--- config.mk ---
export PLATFORM = sky130hd
export DESIGN_NAME = sumador_serial_ctrl_flat
export DESIGN_NICKNAME = d
export VERILOG_FILES = /design/src/rtl/sumador_serial_ctrl_pkg.sv /design/src/rtl/sumador_serial_ctrl_if.sv /design/src/rtl/sumador_serial_ctrl_sumador_completo.sv /design/src/rtl/sumador_serial_ctrl.sv /design/src/flat_wrapper.sv
export SDC_FILE = /design/constraint.sdc
export NUM_CORES = 1
export LEC_CHECK = 0
export CORE_MARGIN = 2
export CORE_UTILIZATION = 51
export DETAILED_ROUTE_END_ITERATION = 12
export HOLD_SLACK_MARGIN = 0.02
export PLACE_DENSITY = 0.79
export SETUP_SLACK_MARGIN = 0.4
export SLEW_MARGIN = 20
export SYNTH_ARGS = -nofsm -noshare
export SYNTH_HDL_FRONTEND = slang
export SYNTH_SLANG_ARGS = --single-unit
--- constraint.sdc ---
create_clock -name clk -period 3.4 [get_ports clk]
set_input_delay 0.68 -clock clk [delete_from_list [all_inputs] [get_ports clk]]
set_output_delay 0.68 -clock clk [all_outputs]
set_load 0.05 [all_outputs]
--- src/rtl/sumador_serial_ctrl_pkg.sv ---
// rtl/sumador_serial_ctrl_pkg.sv - shared types and defaults for the bit-serial adder controller
package sumador_serial_ctrl_pkg;

    // Controller states; encodings are fixed so they match existing power-analysis scripts
    typedef enum logic [1:0] {
        ST_IDLE  = 2'b00,
        ST_SHIFT = 2'b01,
        ST_DONE  = 2'b10
    } state_e;

    localparam int DEF_WIDTH = 8;
    localparam int DEF_CNT_W = 16;
    localparam int DEF_PWRC  = 0;

    // Reference sum of the serial datapath: {carry_out, sum} of a + b + ci
    function automatic logic [DEF_WIDTH:0] ref_add(input logic [DEF_WIDTH-1:0] a,
                                                   input logic [DEF_WIDTH-1:0] b,
                                                   input logic                 ci);
        return (DEF_WIDTH+1)'(a) + (DEF_WIDTH+1)'(b) + (DEF_WIDTH+1)'(ci);
    endfunction

endpackage

--- src/rtl/sumador_serial_ctrl_if.sv ---
// rtl/sumador_serial_ctrl_if.sv - operand/result handshake bundle for the serial adder
interface sumador_serial_ctrl_if
    import sumador_serial_ctrl_pkg::*;
#(
    parameter int WIDTH = DEF_WIDTH
);
    logic             in_valid;
    logic             in_ready;
    logic [WIDTH-1:0] op_a;
    logic [WIDTH-1:0] op_b;
    logic             c_in;
    logic             out_valid;
    logic             out_ready;
    logic [WIDTH-1:0] sum;
    logic             c_out;

    // Producer/consumer side
    modport master (
        output in_valid, op_a, op_b, c_in, out_ready,
        input  in_ready, out_valid, sum, c_out
    );

    // Controller side
    modport slave (
        input  in_valid, op_a, op_b, c_in, out_ready,
        output in_ready, out_valid, sum, c_out
    );
endinterface

--- src/rtl/sumador_serial_ctrl_sumador_completo.sv ---
// rtl/sumador_serial_ctrl_sumador_completo.sv - one-bit full adder driven by the serial controller
module sumador_completo #(
    parameter int PwrC = 0
) (
    input  logic a,
    input  logic b,
    input  logic ci,
    output logic s,
    output logic co
);
    // PwrC is a power-characterisation tag; negative values are meaningless
    if (PwrC < 0) begin : g_bad_pwrc
        $error("sumador_completo: PwrC must be non-negative");
    end

    assign s  = a ^ b ^ ci;
    assign co = (a & b) | (ci & (a ^ b));
endmodule

--- src/rtl/sumador_serial_ctrl.sv ---
// rtl/sumador_serial_ctrl.sv - bit-serial adder controller with sum-bit toggle counter
module sumador_serial_ctrl
    import sumador_serial_ctrl_pkg::*;
#(
    parameter int WIDTH = DEF_WIDTH,
    parameter int CNT_W = DEF_CNT_W,
    parameter int PwrC  = DEF_PWRC
) (
    input  logic                  clk,
    input  logic                  reset_L,
    sumador_serial_ctrl_if.slave  bus,
    output logic                  busy,
    input  logic                  clr_cnt,
    output logic [CNT_W-1:0]      toggle_cnt
);
    localparam int IDX_W = $clog2(WIDTH);

    if (WIDTH < 2) begin : g_bad_width
        $error("sumador_serial_ctrl: WIDTH must be at least 2");
    end

    state_e             state_q;
    logic [WIDTH-1:0]   a_sr_q;
    logic [WIDTH-1:0]   b_sr_q;
    // Upper WIDTH-1 bits of the sum shift register; bit 0 is never read again
    logic [WIDTH-2:0]   s_hi_q;
    logic [WIDTH-1:0]   sum_q;
    logic               carry_q;
    logic               c_out_q;
    logic [IDX_W-1:0]   bit_idx_q;
    logic [CNT_W-1:0]   toggle_cnt_q;
    logic [CNT_W-1:0]   toggle_cnt_d;
    logic               last_s_q;
    logic               last_s_d;
    logic               add_s;
    logic               add_co;
    logic [WIDTH-1:0]   sum_shift;

    sumador_completo #(
        .PwrC (PwrC)
    ) u_fa (
        .a  (a_sr_q[0]),
        .b  (b_sr_q[0]),
        .ci (carry_q),
        .s  (add_s),
        .co (add_co)
    );

    // New sum bit enters at the top; after the last bit this is the full result
    assign sum_shift = {add_s, s_hi_q};

    // Control FSM with operand/sum shift registers and the carry flop
    always_ff @(posedge clk or negedge reset_L) begin
        if (!reset_L) begin
            state_q   <= ST_IDLE;
            a_sr_q    <= '0;
            b_sr_q    <= '0;
            s_hi_q    <= '0;
            sum_q     <= '0;
            carry_q   <= 1'b0;
            c_out_q   <= 1'b0;
            bit_idx_q <= '0;
        end else begin
            case (state_q)
                ST_IDLE: begin
                    if (bus.in_valid) begin
                        a_sr_q    <= bus.op_a;
                        b_sr_q    <= bus.op_b;
                        carry_q   <= bus.c_in;
                        bit_idx_q <= '0;
                        state_q   <= ST_SHIFT;
                    end
                end
                ST_SHIFT: begin
                    s_hi_q    <= sum_shift[WIDTH-1:1];
                    carry_q   <= add_co;
                    a_sr_q    <= a_sr_q >> 1;
                    b_sr_q    <= b_sr_q >> 1;
                    bit_idx_q <= bit_idx_q + IDX_W'(1);
                    if (bit_idx_q == IDX_W'(WIDTH - 1)) begin
                        sum_q   <= sum_shift;
                        c_out_q <= add_co;
                        state_q <= ST_DONE;
                    end
                end
                ST_DONE: begin
                    if (bus.out_ready) begin
                        state_q <= ST_IDLE;
                    end
                end
                default: state_q <= ST_IDLE;
            endcase
        end
    end

    // Toggle counter next state: saturating count of sum-bit changes, clear wins
    always_comb begin
        toggle_cnt_d = toggle_cnt_q;
        last_s_d     = last_s_q;
        if (state_q == ST_SHIFT) begin
            last_s_d = add_s;
            if ((add_s != last_s_q) && (toggle_cnt_q != '1)) begin
                toggle_cnt_d = toggle_cnt_q + CNT_W'(1);
            end
        end
        if (clr_cnt) begin
            toggle_cnt_d = '0;
        end
    end

    // Toggle counter and last sum bit registers; last_s persists across operations
    always_ff @(posedge clk or negedge reset_L) begin
        if (!reset_L) begin
            toggle_cnt_q <= '0;
            last_s_q     <= 1'b0;
        end else begin
            toggle_cnt_q <= toggle_cnt_d;
            last_s_q     <= last_s_d;
        end
    end

    assign bus.in_ready  = (state_q == ST_IDLE);
    assign bus.out_valid = (state_q == ST_DONE);
    assign bus.sum       = sum_q;
    assign bus.c_out     = c_out_q;
    assign busy          = (state_q == ST_SHIFT);
    assign toggle_cnt    = toggle_cnt_q;
endmodule

--- src/flat_wrapper.sv ---
// flat-port wrapper written by rule: the top's interface ports become plain ports
module sumador_serial_ctrl_flat import sumador_serial_ctrl_pkg::*;
#(
    parameter int WIDTH = DEF_WIDTH,
    parameter int CNT_W = DEF_CNT_W,
    parameter int PwrC  = DEF_PWRC
)
  (clk, reset_L, busy, clr_cnt, toggle_cnt, bus_in_valid, bus_op_a, bus_op_b, bus_c_in, bus_out_ready, bus_in_ready, bus_out_valid, bus_sum, bus_c_out);
  sumador_serial_ctrl_if #(.WIDTH(WIDTH)) bus_i ();
  input  logic clk;
  input  logic reset_L;
  output logic busy;
  input  logic clr_cnt;
  output logic [CNT_W-1:0] toggle_cnt;
  input wire logic [$bits(bus_i.in_valid)-1:0] bus_in_valid;
  input wire logic [$bits(bus_i.op_a)-1:0] bus_op_a;
  input wire logic [$bits(bus_i.op_b)-1:0] bus_op_b;
  input wire logic [$bits(bus_i.c_in)-1:0] bus_c_in;
  input wire logic [$bits(bus_i.out_ready)-1:0] bus_out_ready;
  output wire logic [$bits(bus_i.in_ready)-1:0] bus_in_ready;
  output wire logic [$bits(bus_i.out_valid)-1:0] bus_out_valid;
  output wire logic [$bits(bus_i.sum)-1:0] bus_sum;
  output wire logic [$bits(bus_i.c_out)-1:0] bus_c_out;
  assign bus_i.in_valid = bus_in_valid;
  assign bus_i.op_a = bus_op_a;
  assign bus_i.op_b = bus_op_b;
  assign bus_i.c_in = bus_c_in;
  assign bus_i.out_ready = bus_out_ready;
  assign bus_in_ready = bus_i.in_ready;
  assign bus_out_valid = bus_i.out_valid;
  assign bus_sum = bus_i.sum;
  assign bus_c_out = bus_i.c_out;
  sumador_serial_ctrl #(.WIDTH(WIDTH), .CNT_W(CNT_W), .PwrC(PwrC)) u_core (.clk(clk), .reset_L(reset_L), .bus(bus_i), .busy(busy), .clr_cnt(clr_cnt), .toggle_cnt(toggle_cnt));
endmodule
==> results of run 1 <==
where the power goes:
part | total [µW] | internal [µW] | switching [µW]
clock | 356 | 145 | 211
sequential | 986 | 854 | 132
combinational | 1130 | 424 | 703
total | 2470 | 1420 | 1050
metrics by stage:
step / hold slack, ns / total power [µW] / utilization / cell area, µm²
after floorplan: 0.384 / 1810 / - / 2520
after global placement: 0.464 / 2100 / 0.648 / 3080
after detailed placement: 0.464 / 2130 / 0.648 / 3080
after CTS: 0.392 / 2490 / 0.667 / 3170
after global routing: 0.419 / 2660 / 0.667 / 3170
final: 0.379 / 2470 / 0.667 / 3170
cell families (layout without fill, tap and decap cells):
| family | Yosys count | after routing | share of synthesized area |
|---|---|---|---|
| and+or+nand+nor | 88 | 88 | 0.175 |
| AOI/OAI and AO/OA | 57 | 57 | 0.132 |
| DFF | 54 | 54 | 0.535 |
| muxes | 23 | 23 | 0.0957 |
| buffers and inverters | 19 | 69 | 0.0317 |
| adders and majority gates | 4 | 4 | 0.0228 |
| xor gates and xnor gates | 2 | 2 | 0.00694 |
cells in the mapped netlist:
master and instances:
inv_2 1, ha_1 3, a211oi_1 3, nand3b_1 1, a32o_1 1, or3_1 5, buf_1 2, or2b_1 1
o21ai_0 24, inv_1 6, nor2b_1 3, nor3_1 1, clkbuf_1 8, xor2_1 1, nor2_1 7, mux2_2 9
o31ai_1 8, o21bai_1 1, a41oi_1 1, or4_1 7, buf_6 1, or2_2 1, or4_4 1, and3_1 1
nand4_1 6, and4_1 1, nand2b_2 1, mux2i_1 14, buf_2 1, nor4_2 1, o211ai_1 1, a22o_1 2
nand3_1 4, fa_1 1, xnor2_1 1, dfrtp_1 54, nand2_1 45, nor4_1 2, a21oi_1 16
critical path, cell delays in order (launching register included):
cell             delay (ns)
dfrtp_1                0.43
nand2b_2               0.32
inv_2                  0.10
clkdlybuf4s50_1        0.80
path summary, 6_finish.rpt:
check	startpoint	end	slack (ns)	depth (start not counted)
setup / recovery	u_core.state_q[1]	busy	0.77	3
hold / removal	reset_L	u_core.toggle_cnt[12]	0.38	1
setup reg to reg	u_core.a_sr_q[0]	u_core.toggle_cnt[13]	0.87	6
hold reg to reg	u_core.bus.c_out	u_core.bus.c_out	0.49	2
max in group asynchronous	reset_L	u_core.s_hi_q[5]	2.38	2
min in group clk	u_core.bus.c_out	u_core.bus.c_out	0.49	2
registers in the layout, summed over array words and instances, names as in the netlist:
name               cells
u_core.bus.c_out       1
u_core.s_hi_q          7
u_core.bus.sum         8
u_core.state_q         2
u_core.bit_idx_q       3
u_core.carry_q         1
u_core.toggle_cnt     16
u_core.a_sr_q          8
u_core.b_sr_q          8
routing by layer:
layer / share of wire / wire, µm
met5: 0 / 0
met4: 0.014 / 69
met3: 0.040 / 195
met2: 0.47 / 2300
met1: 0.47 / 2320
layout make-up:
type / instances / share of cell area
multi-input combinational: 174 / 0.346
timing repair buffer: 54 / 0.165
tap: 67 / 0.0264
sequential: 54 / 0.426
inverter: 7 / 0.00829
clock inverter: 3 / 0.00671
clock buffer: 5 / 0.0217
==> out/results.tsv, run 1 <==
stage	metric	value	unit
timing	final hold vios	0	
drt	DRT iter0 DRCs	135	
floorplanning	io pins	50	
logic_synthesis	top cells by area, synth	dfrtp_1 54%, nand2_1 6.7%, mux2i_1 5.6%	
clocking	CTS tree	yes	
drt	routed wire length	4890	µm
power	PD cells	779	nW/µm²
logic_synthesis	syn_area_per_cell	10.2	µm²
clocking	Clock Pin Slew Worst Setup and Hold Paths	0.10	ns
timing	final period utilization	0.772	
drt	DR WL/cell	13.4	µm
critical_path	WP data required	2.72	ns
global_routing	met3 usage	0.0325	
placed_design	placed cells	356	
placed_design	Final HPWL DP	3440	µm
floorplanning	Initial Util	0.531	
timing	FMAX	0.381	GHz
timing	max-slew violation count	0	
timing	Final Worst Setup Slack	0.774	ns
global_routing	grt met1 use	0.272	
floorplanning	Die Ht	74.3	µm
finish	nets	322	
global_routing	GRT Total Usage	0.196	
global_routing	largest net degree at the start of global routing	36	
critical_path	critical path peak fanout	14	
drt	via count	1988	
drt	DRC viols	0	
clocking	H-tree depth	2	
critical_path	CP Capture Type	primary output	
logic_synthesis	Yosys top cell area share	0.535	
critical_path	CP Data Arrival Time	1.95	ns
global_routing	initial antenna violation count	0	
finish	post-route insts no fill	364	
timing	Slew @ Worst Pin	0.775	ns
worst_hold_path	hold crit path type	in2async	
global_routing	wire length of the first global-routing pass	8360	µm
power	LEAKAGE	0.00138	µW
floorplanning	die width	74.3	µm
logic_synthesis	register area share after synthesis	0.535	
timing	TNS Setup	0	ns
logic_synthesis	post-synthesis cell type count	39	
clocking	CTS Buf Count	5	
drt	vias per cell	5.46	
logic_synthesis	syn nets	273	
finish	Layout fillers	413	
clocking	CTS resizes	0	
floorplanning	die outline area	5530	µm²
finish	share of cells above drive strength 1	0.0976	
logic_synthesis	post-synth top area cell	dfrtp_1	
logic_synthesis	Synth Register Bits	54	
global_routing	GRT Max-Usage Layer	met2	
logic_synthesis	Yosys warning count	0	
clocking	total clock sinks	54	
critical_path	CP Class	reg2out	
global_routing	vias in the first global route	1841	
clocking	CTS root buffer	clkbuf_8	
logic_synthesis	Mapped Area	2520	µm²
outcome	status	completed	
logic_synthesis	synthesized instance count	247	
finish	register area	1350	µm²
timing	crit path time final	2.63	ns
finish	area delta synth->final	25.6	%
floorplanning	Rows	25	
timing	Slew HR	0.479	
clocking	CTS Hold Buffers Added	0	
finish	most frequent cells in the layout	54 x dfrtp_1, 48 x clkdlybuf4s50_1, 45 x nand2_1	
timing	final-report setup violation count	0	
drt	First-pass DRT Iterations	4	
timing	RSZ-0062 raised after global routing	no	
clocking	clock latency on the worst-skew pair	0.31	ns
placed_design	GP Congestion	0.830	
critical_path	CP Launch Type	register	
global_routing	Remaining Overflow, GRT	0	
floorplanning	Core ar.	4750	µm²
finish	Antenna Cells	0	
global_routing	M2 GR Usage	0.316	
run	# Max-Cap Violations	0	
placed_design	Port-buffer cells	49	
finish	area of the multi-input gates	1100	µm²
clocking	maximum root-to-sink buffer count	2	
timing	Max Clock Skew	0.00726	ns
placed_design	pre-CTS WS	0.892	ns
clocking	postcts setup bufs	0	
drt	DRT antenna net count	0	
power	Worst VDD drop	365	µV
finish	commonest non-fill, non-tap cell in the layout	dfrtp_1	
Note: power is estimated with default switching activity, not from simulation.
==> run 2: changes to the inputs <==
clock period = 2.6 ns   (was 3.4 ns; I/O delays follow)
==> out/results.tsv, run 2 (synthesized netlist as in run 1, its figures left out) <==
stage	metric	value	unit	change
floorplanning	io pins	50		unchanged
floorplanning	die width	74.3	µm	unchanged
finish	Layout fillers	363		-12%
clocking	clock latency on the worst-skew pair	0.32	ns	about the same
finish	max reg flops	16		unchanged
timing	Slew HR	0.544		+0.0651
clocking	Clock Pin Slew Worst Setup and Hold Paths	0.10	ns	about the same
finish	Antenna Cells	0		unchanged
critical_path	CP Launch Type	register		
critical_path	flop2flop setup slack	0.31	ns	-0.56 ns
worst_hold_path	hold crit path type	in2async		
drt	routed wire length	5400	µm	+10%
run	# Max-Cap Violations	0		unchanged
floorplanning	die outline area	5530	µm²	unchanged
drt	DR WL/cell	14.5	µm	+7.8%
timing	RSZ-0062 raised after global routing	yes		
drt	DRT iter0 DRCs	67		-50%
global_routing	largest net degree at the start of global routing	55		+53%
floorplanning	Rows	25		unchanged
placed_design	placed cells	357		+0.28%
clocking	maximum root-to-sink buffer count	2		unchanged
global_routing	wire length of the first global-routing pass	9180	µm	+9.7%
clocking	CTS root buffer	clkbuf_8		
clocking	CTS Buf Count	5		unchanged
drt	vias per cell	5.53		+1.2%
critical_path	critical path peak fanout	8		-6
timing	TNS Setup	0	ns	unchanged
power	Worst VDD drop	655	µV	+79%
clocking	CTS Hold Buffers Added	0		unchanged
timing	FMAX	0.438	GHz	
global_routing	vias in the first global route	2017		+9.6%
placed_design	Port-buffer cells	49		unchanged
timing	final hold vios	0		unchanged
power	LEAKAGE	0.00152	µW	+10%
global_routing	GRT Total Usage	0.216		+0.0199
finish	fin util	0.708		+0.0411
finish	area delta synth->final	33.4	%	
drt	First-pass DRT Iterations	4		unchanged
global_routing	initial antenna violation count	0		unchanged
critical_path	CP Data Arrival Time	2.53	ns	+0.58 ns
clocking	total clock sinks	54		unchanged
drt	DRT antenna net count	0		unchanged
placed_design	Final HPWL DP	3550	µm	+3.2%
finish	commonest non-fill, non-tap cell in the layout	dfrtp_1		
critical_path	CP Class	reg2reg		
critical_path	WP data required	2.84	ns	+0.12 ns
outcome	status	completed		
critical_path	CP Capture Type	register		
floorplanning	Die Ht	74.3	µm	unchanged
timing	crit path time final	2.29	ns	
drt	DRC viols	0		unchanged
global_routing	Remaining Overflow, GRT	0		unchanged
placed_design	pre-CTS WS	0.264	ns	-0.628 ns
finish	share of cells above drive strength 1	0.186		+0.0886
timing	Final Worst Setup Slack	0.315	ns	-0.459 ns
finish	post-route insts no fill	373		+2.5%
floorplanning	Core ar.	4750	µm²	unchanged
timing	final-report setup violation count	0		unchanged
placed_design	GP Congestion	0.778		-6.3%
timing	max-slew violation count	0		unchanged
power	PD cells	1090	nW/µm²	+40%
finish	most frequent cells in the layout	53 x dfrtp_1, 44 x nand2_1, 43 x clkdlybuf4s50_1		
clocking	CTS tree	yes		
drt	via count	2061		+3.7%
timing	final period utilization	0.879		
floorplanning	Initial Util	0.531		unchanged
clocking	H-tree depth	2		unchanged
timing	Max Clock Skew	0.00936	ns	+0.00211 ns
finish	nets	331		+2.8%
timing	Slew @ Worst Pin	0.684	ns	-0.0912 ns
## run 2: worst max-delay path: stages, from the launching register on
cell and delay [ns]:
dfrtp_1 0.40, inv_2 0.06, fa_2 0.44, xor2_1 0.17
or4_4 0.56, buf_6 0.15, or3_4 0.32, a21oi_2 0.12
## run 2: area by class of cell
cell class                      count  area [µm²]  share of cell area
Inverter                            7        26.3             0.00781
Tap cell                           67        83.8              0.0249
Clock inverter                      3        43.8              0.0130
Timing Repair Buffer               63         611               0.181
Sequential cell                    54        1350               0.402
Multi-Input combinational cell    174        1180               0.351
Clock buffer                        5        68.8              0.0204
## run 2: metal layers
metal,wire length [µm],global-route usage,part of all wire
met5,0,0,0
met4,97,0.0813,0.018
met3,254,0.0461,0.047
met2,2600,0.353,0.48
met1,2440,0.286,0.45
## run 2: stage by stage
stage	instance area [µm²]	hold WS, ns	total power (µW)
2_1_floorplan	2540	0.224	2370
3_3_place_gp	3110	0.465	2780
3_5_place_dp	3110	0.471	2840
4_1_cts	3290	0.340	3620
5_1_grt	3370	0.375	3910
6_report	3370	0.307	3660
## run 2: worst paths after layout
kind,endpoint,depth (start not counted),startpoint
min in group clk,u_core.a_sr_q[2],2,u_core.a_sr_q[2]
min reg2reg,u_core.a_sr_q[2],2,u_core.a_sr_q[2]
max in group asynchronous,u_core.toggle_cnt[0],2,reset_L
min,u_core.toggle_cnt[4],2,reset_L
max reg2reg,u_core.toggle_cnt[5],7,u_core.b_sr_q[0]
max,u_core.toggle_cnt[5],7,u_core.b_sr_q[0]
## run 2: where the power goes
group	switching, µW	internal, µW
Sequential	187	1120
Combinational	1020	770
Clock	285	289
Total	1490	2180
## run 2: repair_timing
item / CTS / global route
endpoints found under the setup margin: 10 / 17
pin swaps: 3 / 7
resized for setup: 7 / 17
buffers inserted: 7 / 1
hold endpoints to repair: 0 / 0
